**src/rtl/multicycle_ctrl.sv**
```systemverilog
// ============================================================================
// Module      : multicycle_ctrl
// Description : Multi-cycle MIPS main controller with ready-handshaked memory
//               and a retired-instruction counter. Optional macro
//               ILLEGAL_OP_TRAP_EN traps unknown opcodes in a sticky TRAP.
// Revision    : 1.0 - initial release
// ============================================================================
`default_nettype none

module multicycle_ctrl #(
  parameter int CNT_W = 32
) (
  input  logic             clk,
  input  logic             rst,
  input  logic [5:0]       opcode,
  input  logic             mem_ready,
  output logic             pc_write,
  output logic             pc_write_cond,
  output logic             i_or_d,
  output logic             mem_read,
  output logic             mem_write,
  output logic             ir_write,
  output logic             mem_2_reg,
  output logic             reg_dst,
  output logic             reg_write,
  output logic             alu_src_a,
  output logic [1:0]       alu_src_b,
  output logic [1:0]       alu_op,
  output logic [1:0]       pc_source,
  output logic [3:0]       state_o,
  output logic [CNT_W-1:0] instr_count,
  output logic             illegal_op
);

  localparam logic [3:0] S_FETCH     = 4'd0;
  localparam logic [3:0] S_DECODE    = 4'd1;
  localparam logic [3:0] S_MEM_ADDR  = 4'd2;
  localparam logic [3:0] S_MEM_READ  = 4'd3;
  localparam logic [3:0] S_MEM_WB    = 4'd4;
  localparam logic [3:0] S_MEM_WRITE = 4'd5;
  localparam logic [3:0] S_R_EXEC    = 4'd6;
  localparam logic [3:0] S_R_WB      = 4'd7;
  localparam logic [3:0] S_BRANCH    = 4'd8;
  localparam logic [3:0] S_JUMP      = 4'd9;
  localparam logic [3:0] S_ADDI_EXEC = 4'd10;
  localparam logic [3:0] S_ADDI_WB   = 4'd11;
  localparam logic [3:0] S_TRAP      = 4'd12;

  localparam logic [5:0] OP_RTYPE = 6'h00;
  localparam logic [5:0] OP_J     = 6'h02;
  localparam logic [5:0] OP_BEQ   = 6'h04;
  localparam logic [5:0] OP_ADDI  = 6'h08;
  localparam logic [5:0] OP_LW    = 6'h23;
  localparam logic [5:0] OP_SW    = 6'h2B;

  logic [3:0]       state_q, state_d;
  logic [CNT_W-1:0] count_q, count_d;
  logic             unknown_op;

  always_comb begin
    state_d    = state_q;
    unknown_op = 1'b0;
    case (state_q)
      S_FETCH:     state_d = mem_ready ? S_DECODE : S_FETCH;
      S_DECODE: begin
        case (opcode)
          OP_RTYPE:     state_d = S_R_EXEC;
          OP_ADDI:      state_d = S_ADDI_EXEC;
          OP_BEQ:       state_d = S_BRANCH;
          OP_J:         state_d = S_JUMP;
          OP_LW, OP_SW: state_d = S_MEM_ADDR;
          default: begin
            unknown_op = 1'b1;
`ifdef ILLEGAL_OP_TRAP_EN
            state_d = S_TRAP;
`else
            state_d = S_FETCH;
`endif
          end
        endcase
      end
      S_MEM_ADDR:  state_d = (opcode == OP_SW) ? S_MEM_WRITE : S_MEM_READ;
      S_MEM_READ:  state_d = mem_ready ? S_MEM_WB : S_MEM_READ;
      S_MEM_WB:    state_d = S_FETCH;
      S_MEM_WRITE: state_d = mem_ready ? S_FETCH : S_MEM_WRITE;
      S_R_EXEC:    state_d = S_R_WB;
      S_R_WB:      state_d = S_FETCH;
      S_BRANCH:    state_d = S_FETCH;
      S_JUMP:      state_d = S_FETCH;
      S_ADDI_EXEC: state_d = S_ADDI_WB;
      S_ADDI_WB:   state_d = S_FETCH;
      S_TRAP:      state_d = S_TRAP;
      default:     state_d = S_FETCH;
    endcase
  end

  // Retirement is any return to FETCH, except the trap exit (only rst leaves TRAP).
  always_comb begin
    count_d = count_q;
    if (state_d == S_FETCH && state_q != S_FETCH && state_q != S_TRAP)
      count_d = count_q + {{(CNT_W-1){1'b0}}, 1'b1};
  end

  always_ff @(posedge clk) begin
    if (rst) begin
      state_q <= S_FETCH;
      count_q <= '0;
    end else begin
      state_q <= state_d;
      count_q <= count_d;
    end
  end

`ifdef ILLEGAL_OP_TRAP_EN
  logic illegal_q, illegal_d;

  always_comb begin
    illegal_d = illegal_q | unknown_op;
  end

  always_ff @(posedge clk) begin
    if (rst) illegal_q <= 1'b0;
    else     illegal_q <= illegal_d;
  end

  assign illegal_op = illegal_q;
`else
  assign illegal_op = 1'b0;
`endif

  logic pc_write_s, pc_write_cond_s, mem_read_s, mem_write_s, ir_write_s, reg_write_s;

  always_comb begin
    pc_write_s      = 1'b0;
    pc_write_cond_s = 1'b0;
    mem_read_s      = 1'b0;
    mem_write_s     = 1'b0;
    ir_write_s      = 1'b0;
    reg_write_s     = 1'b0;
    i_or_d          = 1'b0;
    mem_2_reg       = 1'b0;
    reg_dst         = 1'b0;
    alu_src_a       = 1'b0;
    alu_src_b       = 2'b00;
    alu_op          = 2'b00;
    pc_source       = 2'b00;
    case (state_q)
      S_FETCH: begin
        mem_read_s = 1'b1;
        alu_src_b  = 2'b01;
        ir_write_s = mem_ready;
        pc_write_s = mem_ready;
      end
      S_DECODE:    alu_src_b = 2'b11;
      S_MEM_ADDR: begin
        alu_src_a = 1'b1;
        alu_src_b = 2'b10;
      end
      S_MEM_READ: begin
        i_or_d     = 1'b1;
        mem_read_s = 1'b1;
      end
      S_MEM_WB: begin
        mem_2_reg   = 1'b1;
        reg_write_s = 1'b1;
      end
      S_MEM_WRITE: begin
        i_or_d      = 1'b1;
        mem_write_s = 1'b1;
      end
      S_R_EXEC: begin
        alu_src_a = 1'b1;
        alu_op    = 2'b10;
      end
      S_R_WB: begin
        reg_dst     = 1'b1;
        reg_write_s = 1'b1;
      end
      S_BRANCH: begin
        alu_src_a       = 1'b1;
        alu_op          = 2'b01;
        pc_write_cond_s = 1'b1;
        pc_source       = 2'b01;
      end
      S_JUMP: begin
        pc_write_s = 1'b1;
        pc_source  = 2'b10;
      end
      S_ADDI_EXEC: begin
        alu_src_a = 1'b1;
        alu_src_b = 2'b10;
      end
      S_ADDI_WB:   reg_write_s = 1'b1;
      default: ;
    endcase
  end

  // Strobes are suppressed combinationally so nothing fires during reset.
  assign pc_write      = pc_write_s      & ~rst;
  assign pc_write_cond = pc_write_cond_s & ~rst;
  assign mem_read      = mem_read_s      & ~rst;
  assign mem_write     = mem_write_s     & ~rst;
  assign ir_write      = ir_write_s      & ~rst;
  assign reg_write     = reg_write_s     & ~rst;
  assign state_o       = state_q;
  assign instr_count   = count_q;

endmodule

`default_nettype wire

```
**config.mk**
```make
export PLATFORM = sky130hd
export DESIGN_NAME = multicycle_ctrl
export DESIGN_NICKNAME = d
export VERILOG_FILES = /design/src/rtl/multicycle_ctrl.sv
export SDC_FILE = /design/constraint.sdc
export NUM_CORES = 1
export LEC_CHECK = 0
export ABC_CLOCK_PERIOD_IN_PS = 3600
export CAP_MARGIN = 20
export CORE_MARGIN = 5
export CORE_UTILIZATION = 35
export CTS_CLUSTER_DIAMETER = 30
export DETAILED_ROUTE_END_ITERATION = 10
export HOLD_SLACK_MARGIN = 0.15
export PLACE_DENSITY_LB_ADDON = 0.1
export SLEW_MARGIN = 25
export SYNTH_ARGS = -nofsm -noshare
export SYNTH_HDL_FRONTEND = slang
export SYNTH_SLANG_ARGS = --single-unit
```
**constraint.sdc**
```tcl
create_clock -name clk -period 3.6 [get_ports clk]
set_clock_uncertainty 0.15 [all_clocks]
set_input_delay 0.72 -clock clk [delete_from_list [all_inputs] [get_ports clk]]
set_output_delay 0.72 -clock clk [all_outputs]
set_load 0.01 [all_outputs]
```
==> results.tsv, run 1 <==
metric	value	unit
grt_pass1_vias	2081	
wire_per_inst	13.99	um
synth_top_cell_by_area	dfxtp_1	
grt-ovfl-total	0	
dr.pass1.iters	4	
die_width	88.71	um
dp.cells	399	
crit_required	2730	ps
synth_flop_cell	dfxtp_1	
period_minus_slack	3226	ps
syn_avg_cell_area	7.635	um^2
drt_iter0_drc	153	
clk_latency	290	ps
final-seq-area	720.7	um^2
antenna_found_initial	0	
p_leak	0.8991	nW
drc_errors	0	
critPathLaunchType	primary input	
die_h	88.71	um
outcome	complete, no violations	
synth.yosys.warnings	0	
io_buffers	60	
yosys.area.top_type_share	33.24	%
nFillCells	580	
multiInputGateArea	0.001326	mm^2
cts_resized	0	
num-nets-final	341	
tightest_slew	745.0	ps
final_util	49.12	%
seq_area_frac_synth	33.24	%
hold_violations	0	
maxCapViolations	0	
cts_tree	done	
n_antenna_cell	0	
grt_setup_unrepaired	false	
synth_area_leaders	dfxtp_1 33%, a21oi_1 7.8%, or4_1 5.9%	
worstPathArrival	2360	ps
peakVddDrop	0.1507	mV
yosysMostFrequentCell	dfxtp_1	
ys_async_sr_fraction	0	%
whs	345.4	ps
htreeDepth	2	
cts_setup_buffers	0	
ys_seq_elements	36	
hold_buffers	0	
clkSinkCount	36	
wl	5.692	mm
cts-root-buf	clkbuf_8	
grt_max_degree	63	
cts_made_buffers	5	
gp_congestion	0.8168	
via_per_inst	5.607	
drive_gt1_share	4.819	%
boundaryPins	62	
synth_cells	284	
fp.dieArea	0.007869	mm^2
synth_common_cells	36 x dfxtp_1, 34 x a21oi_1, 20 x nor2_1	
power.total	0.0008714	W
crit_type	in -> out	
hp-class	reg -> reg	
tns	0	ps
antenna_left	0	
hpwl	4.002	mm
drv_slew	0	
grt_pass1_wl	9.453	mm
slew_headroom	50.26	%
clk_path_buf_depth	2	
synth-edff-count	0	
path_max_fanout	7	
synth_nets	294	
vias	2282	
fmax	310.0	MHz
initial_core_util	36.41	%
grt_usage	14.90	%
setup_viol	0	
ys_types	44	
post-route-period-util	89.62	%
design.core.area	0.005956	mm^2
area_growth	34.91	%
p_per_area	297.9	mW/mm^2
end_kind	primary output	
clk_pin_slew	70	ps
core.rowCount	28	
syn_area	0.002168	mm^2
layout.cells.non_filler	407	
## cells by family (layout without fill, tap and decap cells)
family                   Yosys count  count (layout)  synth area share, %
adder cells (fa/ha/maj)            1               1               0.5769
AO/OA/AOI/OAI                     78              78                21.87
other                              1               1               0.1729
AND/OR/NAND/NOR                  134             134                35.66
flip-flops                        36              36                33.24
buffers and inverters             28              76                5.596
XOR/XNOR                           4               4                1.962
multiplexers                       2               2               0.9233
## critical path: stages
cell and delay (ps):
clkdlybuf4s50_1 570, nor3b_1 240, a21oi_1 60, nor4_1 190, clkdlybuf4s50_1 580
## metrics by stage
| stage | setup WS (ps) | area, um^2 |
|---|---|---|
| 5_1_grt | 265.9 | 2925 |
| 3_5_place_dp | 276.4 | 2799 |
| 3_3_place_gp | 357.0 | 2799 |
| 6_report | 373.8 | 2925 |
| 4_1_cts | 358.7 | 2925 |
| 2_1_floorplan | 1062 | 2168 |
## layout by cell type (no fill, tap or decap), types with 7 or more instances in the layout
cell             Yosys  layout
a21oi_1             34      34
clkbuf_8             0       7
clkdlybuf4s50_1      0      60
dfxtp_1             36      36
nand2_1             16      16
nand3_1             18      18
nand4_1              8       8
nor2_1              20      20
o21ai_1             14      14
o31ai_1             16      16
or3_1               15      15
or4_1               17      17
## power by group
group          internal, W  total [W]  switching (W)  leakage, nW
Combinational    0.0000336  0.0000731      0.0000396        0.544
Sequential        0.000400   0.000407     0.00000727        0.290
Clock             0.000244   0.000391       0.000146       0.0645
Total             0.000678   0.000871       0.000193        0.899
## per-layer routing
layer	share of wire (%)	vias to the layer above	GRT usage (%)
met4	0.76	0	4.121
li1	-	1166	-
met1	50	1067	20.47
met2	44	44	23.21
met3	5.5	5	3.631
met5	0	-	0
## final cells by class
type | count | area share (%)
tap | 75 | 3.208
clock buffer | 7 | 3.293
multi-input combinational | 220 | 45.34
timing repair buffer | 64 | 21.98
sequential | 36 | 24.64
clock inverter | 1 | 1.027
inverter | 4 | 0.5133
## final timing paths
kind              slack [ps]  cells after the start         endpoint       startpoint
setup / recovery         370                      5         pc_write        mem_ready
hold / removal           350                      2  instr_count[27]  instr_count[27]
setup reg to reg         640                      7  instr_count[26]       state_o[1]
hold reg to reg          350                      2  instr_count[27]  instr_count[27]
## registers in the layout, indices dropped and copies added, names as in the netlist
register / flops
instr_count: 32
state_o: 4
No activity file was read; power rests on OpenSTA's default activity.
==> inputs of run 2 (changes only) <==
--- a/config.mk
+++ b/config.mk
@@ -8,8 +8,8 @@
 export ABC_CLOCK_PERIOD_IN_PS = 3600
 export CAP_MARGIN = 20
 export CORE_MARGIN = 5
-export CORE_UTILIZATION = 35
-export CTS_CLUSTER_DIAMETER = 30
+export CORE_UTILIZATION = 51
+export CTS_CLUSTER_DIAMETER = 200
 export DETAILED_ROUTE_END_ITERATION = 10
 export HOLD_SLACK_MARGIN = 0.15
 export PLACE_DENSITY_LB_ADDON = 0.1
==> results.tsv, run 2 (synthesis results as in run 1) <==
metric	value	unit
die_h	75.21	um
clk_path_buf_depth	2	
tightest_slew	752.6	ps
grt_max_degree	63	
tns	0	ps
slew_headroom	49.76	%
use_met3	4.539	%
drive_gt1_share	4.819	%
die_width	75.21	um
final_cell_mix	60 x clkdlybuf4s50_1, 36 x dfxtp_1, 34 x a21oi_1	
cts-root-buf	clkbuf_8	
grt_pass1_vias	2001	
drv_slew	0	
power.total	0.0007682	W
reg2reg_depth	7	
use_met1	27.64	%
p_per_area	268.6	mW/mm^2
cts_made_buffers	5	
drt_iter0_drc	159	
area_growth	31.91	%
boundaryPins	62	
final_util	70.49	%
hold_depth	2	
maxCapViolations	0	
cts_resized	0	
hp-class	reg -> reg	
hold_buffers	0	
end_kind	primary output	
dr.pass1.iters	5	
antenna_left	0	
htreeDepth	2	
nFillCells	355	
outcome	complete, no violations	
wire_per_inst	14.39	um
clk_latency	270	ps
post-place-ws	294.0	ps
grt_pass1_wl	8.963	mm
p_leak	0.8856	nW
period_minus_slack	3199	ps
grt_usage	19.83	%
grt_setup_unrepaired	false	
busiest_layer	met2	
layout.cells.non_filler	382	
path_max_fanout	7	
design.core.area	0.004058	mm^2
via_per_inst	6.120	
setup_ws	401.3	ps
antenna_found_initial	0	
cts_setup_buffers	0	
post-route-period-util	88.85	%
io_buffers	60	
wl	5.497	mm
crit_type	in -> out	
vias	2338	
critPathLaunchType	primary input	
fp.dieArea	0.005656	mm^2
drc_errors	0	
crit_required	2730	ps
final_common_cell	clkdlybuf4s50_1	
hpwl	3.857	mm
worstPathArrival	2330	ps
cts_tree	done	
grt-ovfl-total	0	
largest_reg_flops	32	
gp_congestion	0.8795	
setup_viol	0	
num-nets-final	341	
fmax	312.6	MHz
clk_pin_slew	70	ps
hold_violations	0	
clkSinkCount	36	
initial_core_util	53.44	%
n_antenna_cell	0	
core.rowCount	23	
dp.cells	374	
gr-usage-met2	31.82	%
peakVddDrop	0.2566	mV
## run 2: layout make-up
type,instances,area (um^2),share of cell area [%]
multi-input cells,220,1326,46.37
clock inverters,2,10.01,0.3500
repair buffers,64,643.1,22.48
well taps,50,62.56,2.187
clock buffers,6,82.58,2.887
inverters,4,15.01,0.5249
flip-flops and latches,36,720.7,25.20
## run 2: worst paths after layout
check / slack [ps] / to / from
worst max-delay path: 400 / pc_write / mem_ready
worst min-delay path: 340 / instr_count[31] / instr_count[31]
worst max register to register: 590 / instr_count[24] / state_o[2]
worst min register to register: 340 / instr_count[31] / instr_count[31]
## run 2: worst max-delay path, cell delays in order
cell and delay, ps:
clkdlybuf4s50_1 560, nor3b_1 210, a21oi_1 60, nor4_1 190, clkdlybuf4s50_1 580
## run 2: layer usage
layer | up-vias | share of wire [%]
met3 | 2 | 7.0
met1 | 1093 | 46
met2 | 77 | 46
met4 | 0 | 0.35
met5 | - | 0
li1 | 1166 | -
## run 2: through the flow
step	hold WS, ps	area, um^2
2_1_floorplan	345.9	2168
3_3_place_gp	317.8	2768
3_5_place_dp	332.8	2768
4_1_cts	342.2	2860
5_1_grt	373.4	2860
6_report	341.2	2860
## run 2: report_power, final
| part | internal (W) | switching [W] |
|---|---|---|
| registers | 0.000400 | 0.00000734 |
| logic | 0.0000336 | 0.0000393 |
| clock network | 0.000153 | 0.000135 |
